## src/rtl/uart_dbg_pkg.sv

```systemverilog
// Shared types and defaults for the UART transmit arbiter.
package uart_dbg_pkg;

  localparam int unsigned N_REQ_DEF   = 4;
  localparam int unsigned TIMEOUT_DEF = 1024;
  localparam int unsigned GID_W       = 3;

  typedef enum logic [1:0] {
    IDLE  = 2'd0,
    GRANT = 2'd1,
    SEND  = 2'd2,
    GAP   = 2'd3
  } state_e;

endpackage

```

## src/rtl/uart_tx_arbiter_if.sv

```systemverilog
// Requester and uart_tx side signals of the UART transmit arbiter.
interface uart_tx_arbiter_if #(
  parameter int unsigned N_REQ = uart_dbg_pkg::N_REQ_DEF
);

  logic [N_REQ-1:0]                req_valid;
  logic [8*N_REQ-1:0]              req_data;
  logic [N_REQ-1:0]                req_last;
  logic [N_REQ-1:0]                req_ready;
  logic [7:0]                      tx_data;
  logic                            tx_data_valid;
  logic                            tx_data_ready;
  logic [uart_dbg_pkg::GID_W-1:0]  grant_id;
  logic                            busy;
  logic [7:0]                      timeout_count;

  // Arbiter side
  modport master (
    input  req_valid, req_data, req_last, tx_data_ready,
    output req_ready, tx_data, tx_data_valid, grant_id, busy, timeout_count
  );

  // Requester / uart_tx / observer side
  modport slave (
    output req_valid, req_data, req_last, tx_data_ready,
    input  req_ready, tx_data, tx_data_valid, grant_id, busy, timeout_count
  );

endinterface

```

## src/rtl/rr_pick.sv

```systemverilog
// Combinational round-robin picker: first requester after i_last, wrapping.
module rr_pick
  import uart_dbg_pkg::*;
#(
  parameter int unsigned N_REQ = N_REQ_DEF
) (
  input  logic [N_REQ-1:0] i_req,
  input  logic [GID_W-1:0] i_last,
  output logic [GID_W-1:0] o_win,
  output logic             o_found
);

  logic [7:0] w_req8;

  assign w_req8 = 8'(i_req);

  // Scan farthest-first so the nearest requester after i_last wins.
  always_comb begin
    logic [GID_W-1:0] idx;
    o_win   = i_last;
    o_found = 1'b0;
    for (int unsigned k = N_REQ; k >= 1; k--) begin
      idx = GID_W'((32'(i_last) + k) % N_REQ);
      if (w_req8[idx]) begin
        o_win   = idx;
        o_found = 1'b1;
      end
    end
  end

endmodule

```

## src/rtl/uart_tx_arbiter.sv

```systemverilog
// Message-atomic arbiter sharing one uart_tx between N_REQ byte requesters.
module uart_tx_arbiter
  import uart_dbg_pkg::*;
#(
  parameter int unsigned N_REQ   = N_REQ_DEF,
  parameter int unsigned TIMEOUT = TIMEOUT_DEF
) (
  input logic               clk,
  input logic               rst_n,
  uart_tx_arbiter_if.master bus
);

  localparam int unsigned CNT_W = $clog2(TIMEOUT + 1);

  state_e           r_state, w_state_nxt;
  logic [GID_W-1:0] r_gid, r_last_owner, w_pick;
  logic             w_found, r_busy, r_hold_last;
  logic [7:0]       r_hold_data, r_tocnt;
  logic [7:0]       w_valid8, w_last8, w_ready8;
  logic [63:0]      w_data64;
  logic [CNT_W-1:0] r_idle_cnt;
  logic             w_start, w_capture, w_idle_tick, w_revoke, w_finish;

  assign w_valid8 = 8'(bus.req_valid);
  assign w_last8  = 8'(bus.req_last);
  assign w_data64 = 64'(bus.req_data);
  assign w_ready8 = (r_state == GRANT) ? (8'd1 << r_gid) : 8'd0;

  rr_pick #(.N_REQ(N_REQ)) u_pick (
    .i_req   (bus.req_valid),
    .i_last  (r_last_owner),
    .o_win   (w_pick),
    .o_found (w_found)
  );

  always_ff @(posedge clk or negedge rst_n) begin
    if (!rst_n) r_state <= IDLE;
    else        r_state <= w_state_nxt;
  end

  // Next state plus one-cycle control strobes for the datapath.
  always_comb begin
    w_state_nxt       = r_state;
    w_start           = 1'b0;
    w_capture         = 1'b0;
    w_idle_tick       = 1'b0;
    w_revoke          = 1'b0;
    w_finish          = 1'b0;
    bus.tx_data_valid = 1'b0;
    case (r_state)
      IDLE: begin
        if (w_found) begin
          w_start     = 1'b1;
          w_state_nxt = GRANT;
        end
      end
      GRANT: begin
        if (w_valid8[r_gid]) begin
          w_capture   = 1'b1;
          w_state_nxt = SEND;
        end else if (r_idle_cnt == CNT_W'(TIMEOUT - 1)) begin
          w_revoke    = 1'b1;
          w_state_nxt = IDLE;
        end else begin
          w_idle_tick = 1'b1;
        end
      end
      SEND: begin
        if (bus.tx_data_ready) begin
          bus.tx_data_valid = 1'b1;
          w_state_nxt       = GAP;
        end
      end
      GAP: begin
        w_finish    = r_hold_last;
        w_state_nxt = r_hold_last ? IDLE : GRANT;
      end
      default: w_state_nxt = IDLE;
    endcase
  end

  always_ff @(posedge clk or negedge rst_n) begin
    if (!rst_n) begin
      r_gid        <= '0;
      r_last_owner <= GID_W'(N_REQ - 1);
      r_busy       <= 1'b0;
      r_hold_data  <= '0;
      r_hold_last  <= 1'b0;
      r_idle_cnt   <= '0;
      r_tocnt      <= '0;
    end else begin
      if (w_start) begin
        r_gid  <= w_pick;
        r_busy <= 1'b1;
      end
      if (w_capture) begin
        r_hold_data <= w_data64[{r_gid, 3'b000} +: 8];
        r_hold_last <= w_last8[r_gid];
      end
      if (w_capture || w_revoke)  r_idle_cnt <= '0;
      else if (w_idle_tick)       r_idle_cnt <= r_idle_cnt + CNT_W'(1);
      if (w_finish || w_revoke) begin
        r_busy       <= 1'b0;
        r_last_owner <= r_gid;
      end
      // Revoked grants saturate rather than wrap.
      if (w_revoke && (r_tocnt != 8'hFF)) r_tocnt <= r_tocnt + 8'd1;
    end
  end

  assign bus.req_ready     = N_REQ'(w_ready8);
  assign bus.tx_data       = r_hold_data;
  assign bus.grant_id      = r_gid;
  assign bus.busy          = r_busy;
  assign bus.timeout_count = r_tocnt;

endmodule

```

## src/flat_wrapper.sv

```systemverilog
// flat-port wrapper written by rule: the top's interface ports become plain ports
module uart_tx_arbiter_flat import uart_dbg_pkg::*;
#(
  parameter int unsigned N_REQ   = N_REQ_DEF,
  parameter int unsigned TIMEOUT = TIMEOUT_DEF
)
  (clk, rst_n, bus_req_valid, bus_req_data, bus_req_last, bus_tx_data_ready, bus_req_ready, bus_tx_data, bus_tx_data_valid, bus_grant_id, bus_busy, bus_timeout_count);
  uart_tx_arbiter_if #(.N_REQ(N_REQ)) bus_i ();
  input logic clk;
  input logic rst_n;
  input wire logic [$bits(bus_i.req_valid)-1:0] bus_req_valid;
  input wire logic [$bits(bus_i.req_data)-1:0] bus_req_data;
  input wire logic [$bits(bus_i.req_last)-1:0] bus_req_last;
  input wire logic [$bits(bus_i.tx_data_ready)-1:0] bus_tx_data_ready;
  output wire logic [$bits(bus_i.req_ready)-1:0] bus_req_ready;
  output wire logic [$bits(bus_i.tx_data)-1:0] bus_tx_data;
  output wire logic [$bits(bus_i.tx_data_valid)-1:0] bus_tx_data_valid;
  output wire logic [$bits(bus_i.grant_id)-1:0] bus_grant_id;
  output wire logic [$bits(bus_i.busy)-1:0] bus_busy;
  output wire logic [$bits(bus_i.timeout_count)-1:0] bus_timeout_count;
  assign bus_i.req_valid = bus_req_valid;
  assign bus_i.req_data = bus_req_data;
  assign bus_i.req_last = bus_req_last;
  assign bus_i.tx_data_ready = bus_tx_data_ready;
  assign bus_req_ready = bus_i.req_ready;
  assign bus_tx_data = bus_i.tx_data;
  assign bus_tx_data_valid = bus_i.tx_data_valid;
  assign bus_grant_id = bus_i.grant_id;
  assign bus_busy = bus_i.busy;
  assign bus_timeout_count = bus_i.timeout_count;
  uart_tx_arbiter #(.N_REQ(N_REQ), .TIMEOUT(TIMEOUT)) u_core (.clk(clk), .rst_n(rst_n), .bus(bus_i));
endmodule
```

## config.mk

```make
export PLATFORM = sky130hd
export DESIGN_NAME = uart_tx_arbiter_flat
export DESIGN_NICKNAME = d
export VERILOG_FILES = /design/src/rtl/uart_dbg_pkg.sv /design/src/rtl/uart_tx_arbiter_if.sv /design/src/rtl/rr_pick.sv /design/src/rtl/uart_tx_arbiter.sv /design/src/flat_wrapper.sv
export SDC_FILE = /design/constraint.sdc
export NUM_CORES = 1
export LEC_CHECK = 0
export ABC_AREA = 1
export CAP_MARGIN = 5
export CORE_AREA = 2 2 77 79
export CTS_BUF_LIST = sky130_fd_sc_hd__clkbuf_2
export DETAILED_ROUTE_END_ITERATION = 10
export DIE_AREA = 0 0 79 81
export PLACE_DENSITY = 0.86
export SKIP_CTS_REPAIR_TIMING = 1
export SLEW_MARGIN = 20
export SYNTH_ARGS = -nofsm -noshare
export SYNTH_HDL_FRONTEND = slang
export SYNTH_HIERARCHICAL = 1
export SYNTH_SLANG_ARGS = --single-unit
```

## constraint.sdc

```tcl
create_clock -name clk -period 1.6 [get_ports clk]
set_input_delay 0.32 -clock clk [delete_from_list [all_inputs] [get_ports clk]]
set_output_delay 0.32 -clock clk [all_outputs]
set_load 0.03 [all_outputs]
```

==> results.cfg, run 1 <==
[yosys]
synth.distinct_cells = 35
synth_seq_cells = 37
synth.top_cell.area_share = 0.359
synth_area_leaders = dfrtp_1, nand2_1, nand3_1
synth_top_cell_by_area = dfrtp_1
synth_top_flop_cell = dfrtp_1
syn-num-nets = 369
yosysMostFrequentCell = nand2_1
synthCells = 324
yosysWarnings = 6
ys_seq_area_frac = 0.380
avgSynthCellArea_um2 = 7.53
synth_common_cells = nand2_1, dfrtp_1, nand3_1, inv_1, a21oi_1
synth-edff-count = 0
syn_area_um2 = 2440
async_flop_share = 1.00

[setup_path]
reg2reg_to = u_core/bus.busy
cp.required_ns = 1.28
timing.critical_path.buf_inv = 2
crit_type = reg -> out
cp-end-kind = output port
crit_fanout = 13
rr_worst_depth = 11
r2r_setup_slack_ns = -0.05
r2r-start = u_core/r_last_owner[0]
worst_setup_path_start_kind = flip-flop
slowest_stage = dfrtp_2
cp_top_family = flip-flops
crit_chain = buf_8 > nor3_4 > buf_6
critPathMaxStageDelay_ns = 0.50
arrival_ns = 1.41

[finish]
nNetsFinal = 467
syn_to_final_growth_pct = 54.6
stdcell_count = 498
fillCellCount = 465
diodes = 0
drive_gt1_frac = 0.298

[pwr]
p_sw_mw = 3.13
p_int_mw = 3.06
leakagePower_nw = 1.97
p_sw_frac = 0.506
vdd_drop_max_mv = 0.964
pwr-share-seq = 0.254
power_density_nw_per_um2 = 1640
pwr-share-clk = 0.067
p_comb_frac = 0.679
total_power_mw = 6.18

[global_route]
grt_pass1_vias = 2189
track_usage = 0.187
grt_pass1_wl_um = 9540
overflow = 0
grt_antenna_before_repair = 0
grt_max_degree = 21

[place]
io_buffer_count = 67
place.gp.congestion = 0.863
dp.cells = 469
preCtsSetupSlack_ns = -0.218
detailed_place_hpwl_um = 4520

[sta]
finalCriticalPeriod_ns = 1.73
setup_slack_ns = -0.125
maxSlewHeadroom = 0.707
finalCritPeriodShare = 1.08
report.final.slew_viol_count = 0
skew_ns = 0.0105
setup_viol = 10
fmax_mhz = 580
hold_viol = 0
rsz0062_at_grt = yes
worstMarginPinSlew_ns = 0.439

[die]
ioPinCount = 68
core_area_um2 = 5680
num_rows = 28
dieWidth_um = 79
dieHeight_um = 81
die_area_um2 = 6400
initial_utilization = 0.430

[cts]
cts_tree = done
cts.sinks = 37
cts_buffer_depth = 2
numCtsBuffers = 5
cts_root_buffer = clkbuf_2
clk_pin_slew_worst_paths_ns = 0.18
clock_latency_ns = 0.38
htreeDepth = 2

[flow_run]
drv_cap = 0

[drt]
drt_wl_total_um = 6630
ant_nets = 0
dr.pass1.iters = 4
drt_iter0_drc = 132
via_count = 2548
drc = 0
viasPerCell = 5.12
avgRoutedWirePerCell_um = 13.3

[worst_hold_path]
hp-class = in -> async

[run_status]
violations = setup timing
status = complete, but fails checks
[metal layers]
layer,routed length [µm],vias to the layer above,GRT usage
met1,2630,1190,0.219
met3,325,12,0.0422
met4,97,0,0.0552
met5,0,-,0
li1,-,1266,-
met2,3580,80,0.344
[power by group through the flow]
stage	Sequential, mW	Clock [mW]	Combinational, mW
6_report	1.57	0.415	4.20
3_5_place_dp	1.61	0	3.17
2_1_floorplan	1.76	0	2.12
5_1_grt	1.61	0.472	4.53
4_1_cts	1.60	0.426	3.18
3_3_place_gp	1.61	0	3.09
[per-stage QoR]
step	hold WS [ns]	TNS (ns)	area, µm²	util
2_1_floorplan	0.0244	0	2480	-
3_3_place_gp	0.282	-2.57	3250	0.573
3_5_place_dp	0.284	-3.21	3250	0.573
4_1_cts	-0.163	-5.73	3290	0.580
5_1_grt	0.373	-2.51	3770	0.665
6_report	0.377	-0.648	3770	0.665
[kinds of logic after synthesis]
family | after synthesis | synth area share
AND/OR/NAND/NOR | 193 | 0.387
adder cells (fa/ha/maj) | 2 | 0.0102
buffers and inverters | 38 | 0.0733
XOR/XNOR | 11 | 0.0395
flip-flops | 37 | 0.380
AO/OA/AOI/OAI | 43 | 0.110
[cells in the final DEF (no fill, tap or decap), types with 6 or more instances in the layout]
| master | n |
|---|---|
| dfrtp_1 | 33 |
| inv_1 | 19 |
| inv_2 | 6 |
| nand3_1 | 29 |
| nand4_1 | 11 |
| clkdlybuf4s50_1 | 41 |
| xor2_1 | 7 |
| clkbuf_2 | 6 |
| dlymetal6s2s_1 | 18 |
| o21ai_0 | 8 |
| a21oi_1 | 13 |
| buf_4 | 23 |
| nand2_4 | 12 |
| nor2_1 | 10 |
| buf_6 | 7 |
| nand2_1 | 94 |
| nor2_2 | 6 |
| nand2_2 | 15 |
| o21ai_2 | 9 |
[worst max path at each step]
stage                      startpoint           endpoint  slack (ns)  cells past startpoint
2_1_floorplan  u_core/bus.grant_id[2]   bus_req_ready[2]        0.02                      3
3_3_place_gp         bus_req_valid[1]  u_core/r_state[0]       -0.16                     11
3_5_place_dp         bus_req_valid[1]  u_core/r_state[0]       -0.22                     11
4_1_cts                     flip-flop   bus_req_ready[2]       -0.32                      4
5_1_grt             u_core/r_state[0]   bus_req_ready[1]       -0.22                      5
6_report       u_core/bus.grant_id[0]   bus_req_ready[0]       -0.13                      3
[area by class of cell]
cell class	count	area, µm²	share of cell area
flip-flops and latches	37	931	0.247
multi-input cells	250	1560	0.413
inverters	31	155	0.0411
repair buffers	95	977	0.259
clock inverters	2	10.0	0.00265
well taps	75	93.8	0.0249
repair inverters	2	17.5	0.00464
clock buffers	6	30.0	0.00796
[registers in the layout, indices dropped and copies added (netlist names), named ones only]
| name | count |
|---|---|
| u_core/r_hold_last | 1 |
| u_core/bus.tx_data | 8 |
| u_core/bus.busy | 1 |
| u_core/bus.grant_id | 3 |
| u_core/bus.timeout_count | 8 |
| u_core/r_last_owner | 3 |
| u_core/r_state | 1 |
| u_core/r_idle_cnt | 11 |
[worst register-to-register path, stage by stage (launching register included)]
cell      delay [ns]
dfstp_2         0.61
buf_12          0.13
clkinv_8        0.08
nand2_4         0.06
nand2_4         0.07
nand2_4         0.06
nand2_2         0.05
inv_2           0.06
nand4_4         0.13
buf_6           0.16
a21oi_2         0.11
nor2_1          0.05
No activity file was read; power rests on OpenSTA's default activity.
==> inputs of run 2 (changes only) <==
- PLACE_DENSITY: 0.86 -> 0.78
==> results.cfg, run 2 (same netlist as run 1, synthesis figures left out) <==
[die]
num_rows = 28
initial_utilization = 0.430
ioPinCount = 68
core_area_um2 = 5680
dieWidth_um = 79
dieHeight_um = 81
die_area_um2 = 6400

[worst_hold_path]
hp-class = in -> async

[drt]
avgRoutedWirePerCell_um = 13.3
drt_iter0_drc = 145
drc = 0
ant_nets = 0
via_count = 2557
viasPerCell = 5.13
dr.pass1.iters = 4
drt_wl_total_um = 6620

[sta]
worstMarginPinSlew_ns = 0.433
hold_ws_ns = 0.377
setup_viol = 8
setup_slack_ns = -0.129
maxSlewHeadroom = 0.711
hold_viol = 0
fmax_mhz = 578
skew_ns = 0.00895
finalCritPeriodShare = 1.08
report.final.slew_viol_count = 0
rsz0062_at_grt = yes
finalCriticalPeriod_ns = 1.73

[finish]
largest_reg_flops = 11
syn_to_final_growth_pct = 53.4
diodes = 0
regArea_um2 = 931
multiInputGateArea_um2 = 1560
largest-register = u_core/r_idle_cnt
fillCellCount = 499
final_common_cell = nand2_1
final_cell_mix = nand2_1, clkdlybuf4s50_1, dfrtp_1
nNetsFinal = 467
drive_gt1_frac = 0.310

[global_route]
grt_antenna_before_repair = 0
grt_pass1_vias = 2311
overflow = 0
track_usage = 0.198
grt_pass1_wl_um = 10100
grt_busiest_layer = met2
grtUsageMet1 = 0.230
met2_usage = 0.362
grt_max_degree = 21
grt_use_met3 = 0.0456

[setup_path]
cp-end-kind = output port
crit_fanout = 8
worst_setup_path_start_kind = flip-flop
crit_type = reg -> out
r2r-start = u_core/r_last_owner[0]
cp.required_ns = 1.28
reg2reg_to = u_core/r_state[0]
r2r_setup_slack_ns = -0.13
rr_worst_depth = 11
arrival_ns = 1.41

[place]
place.gp.congestion = 0.885
io_buffer_count = 67
preCtsSetupSlack_ns = -0.211
detailed_place_hpwl_um = 4660

[pwr]
power_density_nw_per_um2 = 1610
p_sw_frac = 0.507
p_comb_frac = 0.671
leakagePower_nw = 1.95
p_sw_mw = 3.06
p_int_mw = 2.97
vdd_drop_max_mv = 0.976
pwr-share-seq = 0.258
pwr-share-clk = 0.071

[cts]
cts_buffer_depth = 2
cts_root_buffer = clkbuf_2
numCtsBuffers = 5
cts.sinks = 37
cts_tree = done
htreeDepth = 2
clk_pin_slew_worst_paths_ns = 0.19
clock_latency_ns = 0.38

[run_status]
status = complete, but fails checks
violations = setup timing

[flow_run]
drv_cap = 0
==> run 2: cell types whose count changed in the layout (fill, tap and decap cells not counted), sizes merged <==
cell,delta
clkinvlp,-1
dlymetal6s2s,-1
clkinv,-1
clkbuf,+1
buf,+2
==> run 2: critical path, cell delays in order (launching register included) <==
cell and delay (ns):
dfrtp_2 0.47, inv_2 0.10, buf_4 0.19, nor3_4 0.12, buf_6 0.15
==> run 2: power groups by stage <==
stage	clock [mW]	sequential, mW	combinational, mW
finish	0.425	1.56	4.05
global route	0.477	1.60	4.39
CTS	0.435	1.60	3.28
detailed placement	0	1.62	3.28
global placement	0	1.62	3.18
floorplan	0	1.76	2.12
==> run 2: layout make-up <==
class,count,area share
inverters,31,0.0351
flip-flops and latches,37,0.249
clock buffers,6,0.00802
well taps,75,0.0251
multi-input cells,250,0.418
clock inverters,2,0.00267
repair buffers,97,0.263
==> run 2: how the worst max path moves through the flow <==
stage	startpoint	end	slack, ns	cells after the start
5_1_grt	u_core/r_last_owner[0]	u_core/r_state[0]	-0.22	11
3_3_place_gp	bus_req_valid[1]	u_core/r_state[0]	-0.15	11
3_5_place_dp	bus_req_valid[1]	u_core/r_state[0]	-0.21	11
4_1_cts	flip-flop	bus_req_ready[2]	-0.34	4
2_1_floorplan	u_core/bus.grant_id[2]	bus_req_ready[2]	0.02	3
6_report	u_core/bus.grant_id[1]	bus_req_ready[2]	-0.13	4
==> run 2: through the flow <==
stage                     area (µm²)  instances  power, mW  setup TNS [ns]  utilization
final                           3740        498       6.03          -0.590        0.660
after global routing            3740        498       6.47           -1.56        0.660
after CTS                       3320        481       5.32           -5.89        0.586
after detailed placement        3280        473       4.89           -3.49        0.579
after global placement          3280        473       4.80           -2.87        0.579
after floorplan                 2480        324       3.88               0            -
==> run 2: layer usage <==
metal / wire [µm] / share of wire
met5: 0 / 0
met4: 96 / 0.014
met3: 399 / 0.060
met2: 3530 / 0.53
met1: 2600 / 0.39
==> inputs of run 3 (changes only) <==
- ABC_CLOCK_PERIOD_IN_PS: default -> 1600
- CORE_AREA: 2 2 77 79 -> 8 8 83 85
- DIE_AREA: 0 0 79 81 -> 0 0 91 93
==> results.cfg, run 3 (same netlist as run 1, synthesis figures left out) <==
[die]
initial_utilization = 0.430
dieHeight_um = 93
dieWidth_um = 91
core_area_um2 = 5680
num_rows = 28
ioPinCount = 68
die_area_um2 = 8460

[drt]
via_count = 2531
viasPerCell = 5.05
dr.pass1.iters = 4
drt_iter0_drc = 69
drc = 0
ant_nets = 0
avgRoutedWirePerCell_um = 13.9
drt_wl_total_um = 6970

[global_route]
grt_max_degree = 23
track_usage = 0.155
grt_pass1_wl_um = 11000
overflow = 0
grt_antenna_before_repair = 0
grt_pass1_vias = 2410

[pwr]
pwr-share-seq = 0.247
total_power_mw = 6.31
power_density_nw_per_um2 = 1660
p_sw_mw = 3.09
p_sw_frac = 0.490
vdd_drop_max_mv = 1.08
leakagePower_nw = 1.96
pwr-share-clk = 0.096
p_comb_frac = 0.657
p_int_mw = 3.22

[sta]
hold_viol = 0
tns_ns = -0.766
finalCriticalPeriod_ns = 1.77
fmax_mhz = 565
worstMarginPinSlew_ns = 0.407
report.final.slew_viol_count = 0
setup_viol = 9
maxSlewHeadroom = 0.729
finalCritPeriodShare = 1.11
skew_ns = 0.0179
rsz0062_at_grt = yes
setup_slack_ns = -0.169

[setup_path]
worst_setup_path_start_kind = flip-flop
rr_worst_depth = 12
cp.required_ns = 1.28
arrival_ns = 1.45
cp-end-kind = output port
crit_fanout = 4
reg2reg_to = u_core/bus.grant_id[2]
r2r-start = u_core/r_last_owner[0]
r2r_setup_slack_ns = -0.09
crit_type = reg -> out

[finish]
largest_reg_flops = 11
stdcell_count = 501
drive_gt1_frac = 0.315
largest-register = u_core/r_idle_cnt
fin_util = 0.668
fillCellCount = 471
finalInstanceArea_um2 = 3790
syn_to_final_growth_pct = 55.3
nNetsFinal = 470
diodes = 0
final_common_cell = nand2_1
final_cell_mix = nand2_1, clkdlybuf4s50_1, dfrtp_1

[cts]
cts.sinks = 37
cts_tree = done
clock_latency_ns = 0.40
numCtsBuffers = 5
cts_buffer_depth = 2
htreeDepth = 2
clk_pin_slew_worst_paths_ns = 0.21
cts_root_buffer = clkbuf_2

[place]
dp.cells = 473
detailed_place_hpwl_um = 5050
placed_area_um2 = 3280
io_buffer_count = 67
place.gp.congestion = 0.862

[run_status]
status = complete, but fails checks
violations = setup timing

[flow_run]
drv_cap = 0

[worst_hold_path]
hp-class = in -> async
==> run 3: changes by cell type in the layout (fill, tap and decap cells not counted), moves of 2 or more <==
| cell | before | now |
|---|---|---|
| inv_1 | 20 | 18 |
| clkinv_2 | 2 | 0 |
| nand2_2 | 22 | 16 |
| nand2_1 | 92 | 95 |
| clkinvlp_4 | 0 | 2 |
| nand2_4 | 7 | 10 |
| nor2_1 | 9 | 11 |
| inv_2 | 6 | 8 |
| nand3_1 | 29 | 26 |
| nand3_2 | 1 | 3 |
| buf_6 | 9 | 13 |
==> run 3: how the worst max path moves through the flow <==
stage                           start                     end  slack, ns  cells past startpoint
3_3_place_gp         bus_req_valid[3]  u_core/bus.grant_id[2]      -0.14                      9
4_1_cts                     flip-flop        bus_req_ready[2]      -0.37                      4
6_report                    flip-flop        bus_req_ready[2]      -0.17                      4
2_1_floorplan  u_core/bus.grant_id[2]        bus_req_ready[2]       0.02                      3
3_5_place_dp         bus_req_valid[1]  u_core/bus.grant_id[1]      -0.17                      8
5_1_grt                     flip-flop        bus_req_ready[2]      -0.29                      4
==> run 3: area by class of cell <==
type | instances | area, µm² | area share
Multi-Input combinational cell | 249 | 1540 | 0.407
Timing Repair Buffer | 101 | 1010 | 0.266
Sequential cell | 37 | 932 | 0.246
Inverter | 31 | 143 | 0.0376
Tap cell | 75 | 93.8 | 0.0248
Clock inverter | 3 | 46.3 | 0.0122
Clock buffer | 5 | 25.0 | 0.00660
==> run 3: per-stage QoR <==
| step | hold slack (ns) | setup slack [ns] |
|---|---|---|
| finish | 0.342 | -0.169 |
| global route | 0.317 | -0.291 |
| CTS | -0.209 | -0.371 |
| detailed placement | 0.269 | -0.166 |
| global placement | 0.266 | -0.139 |
| floorplan | 0.0244 | 0.0189 |
==> run 3: critical path: stages, from the launching register on <==
cell and delay [ns]:
dfrtp_2 0.48, nor2_4 0.14, nand2_4 0.10, nor3_4 0.18, buf_6 0.15
==> run 3: routing by layer <==
layer	share of wire	global-route usage
met1	0.41	0.178
met2	0.52	0.273
met3	0.056	0.0465
met4	0.015	0.0450
met5	0	0
==> run 3: power by group through the flow <==
stage | sequential (mW) | combinational [mW] | clock, mW
after global routing | 1.60 | 4.50 | 0.674
after floorplan | 1.76 | 2.12 | 0
final | 1.56 | 4.15 | 0.605
after CTS | 1.59 | 3.28 | 0.625
after detailed placement | 1.60 | 3.28 | 0
after global placement | 1.60 | 3.20 | 0
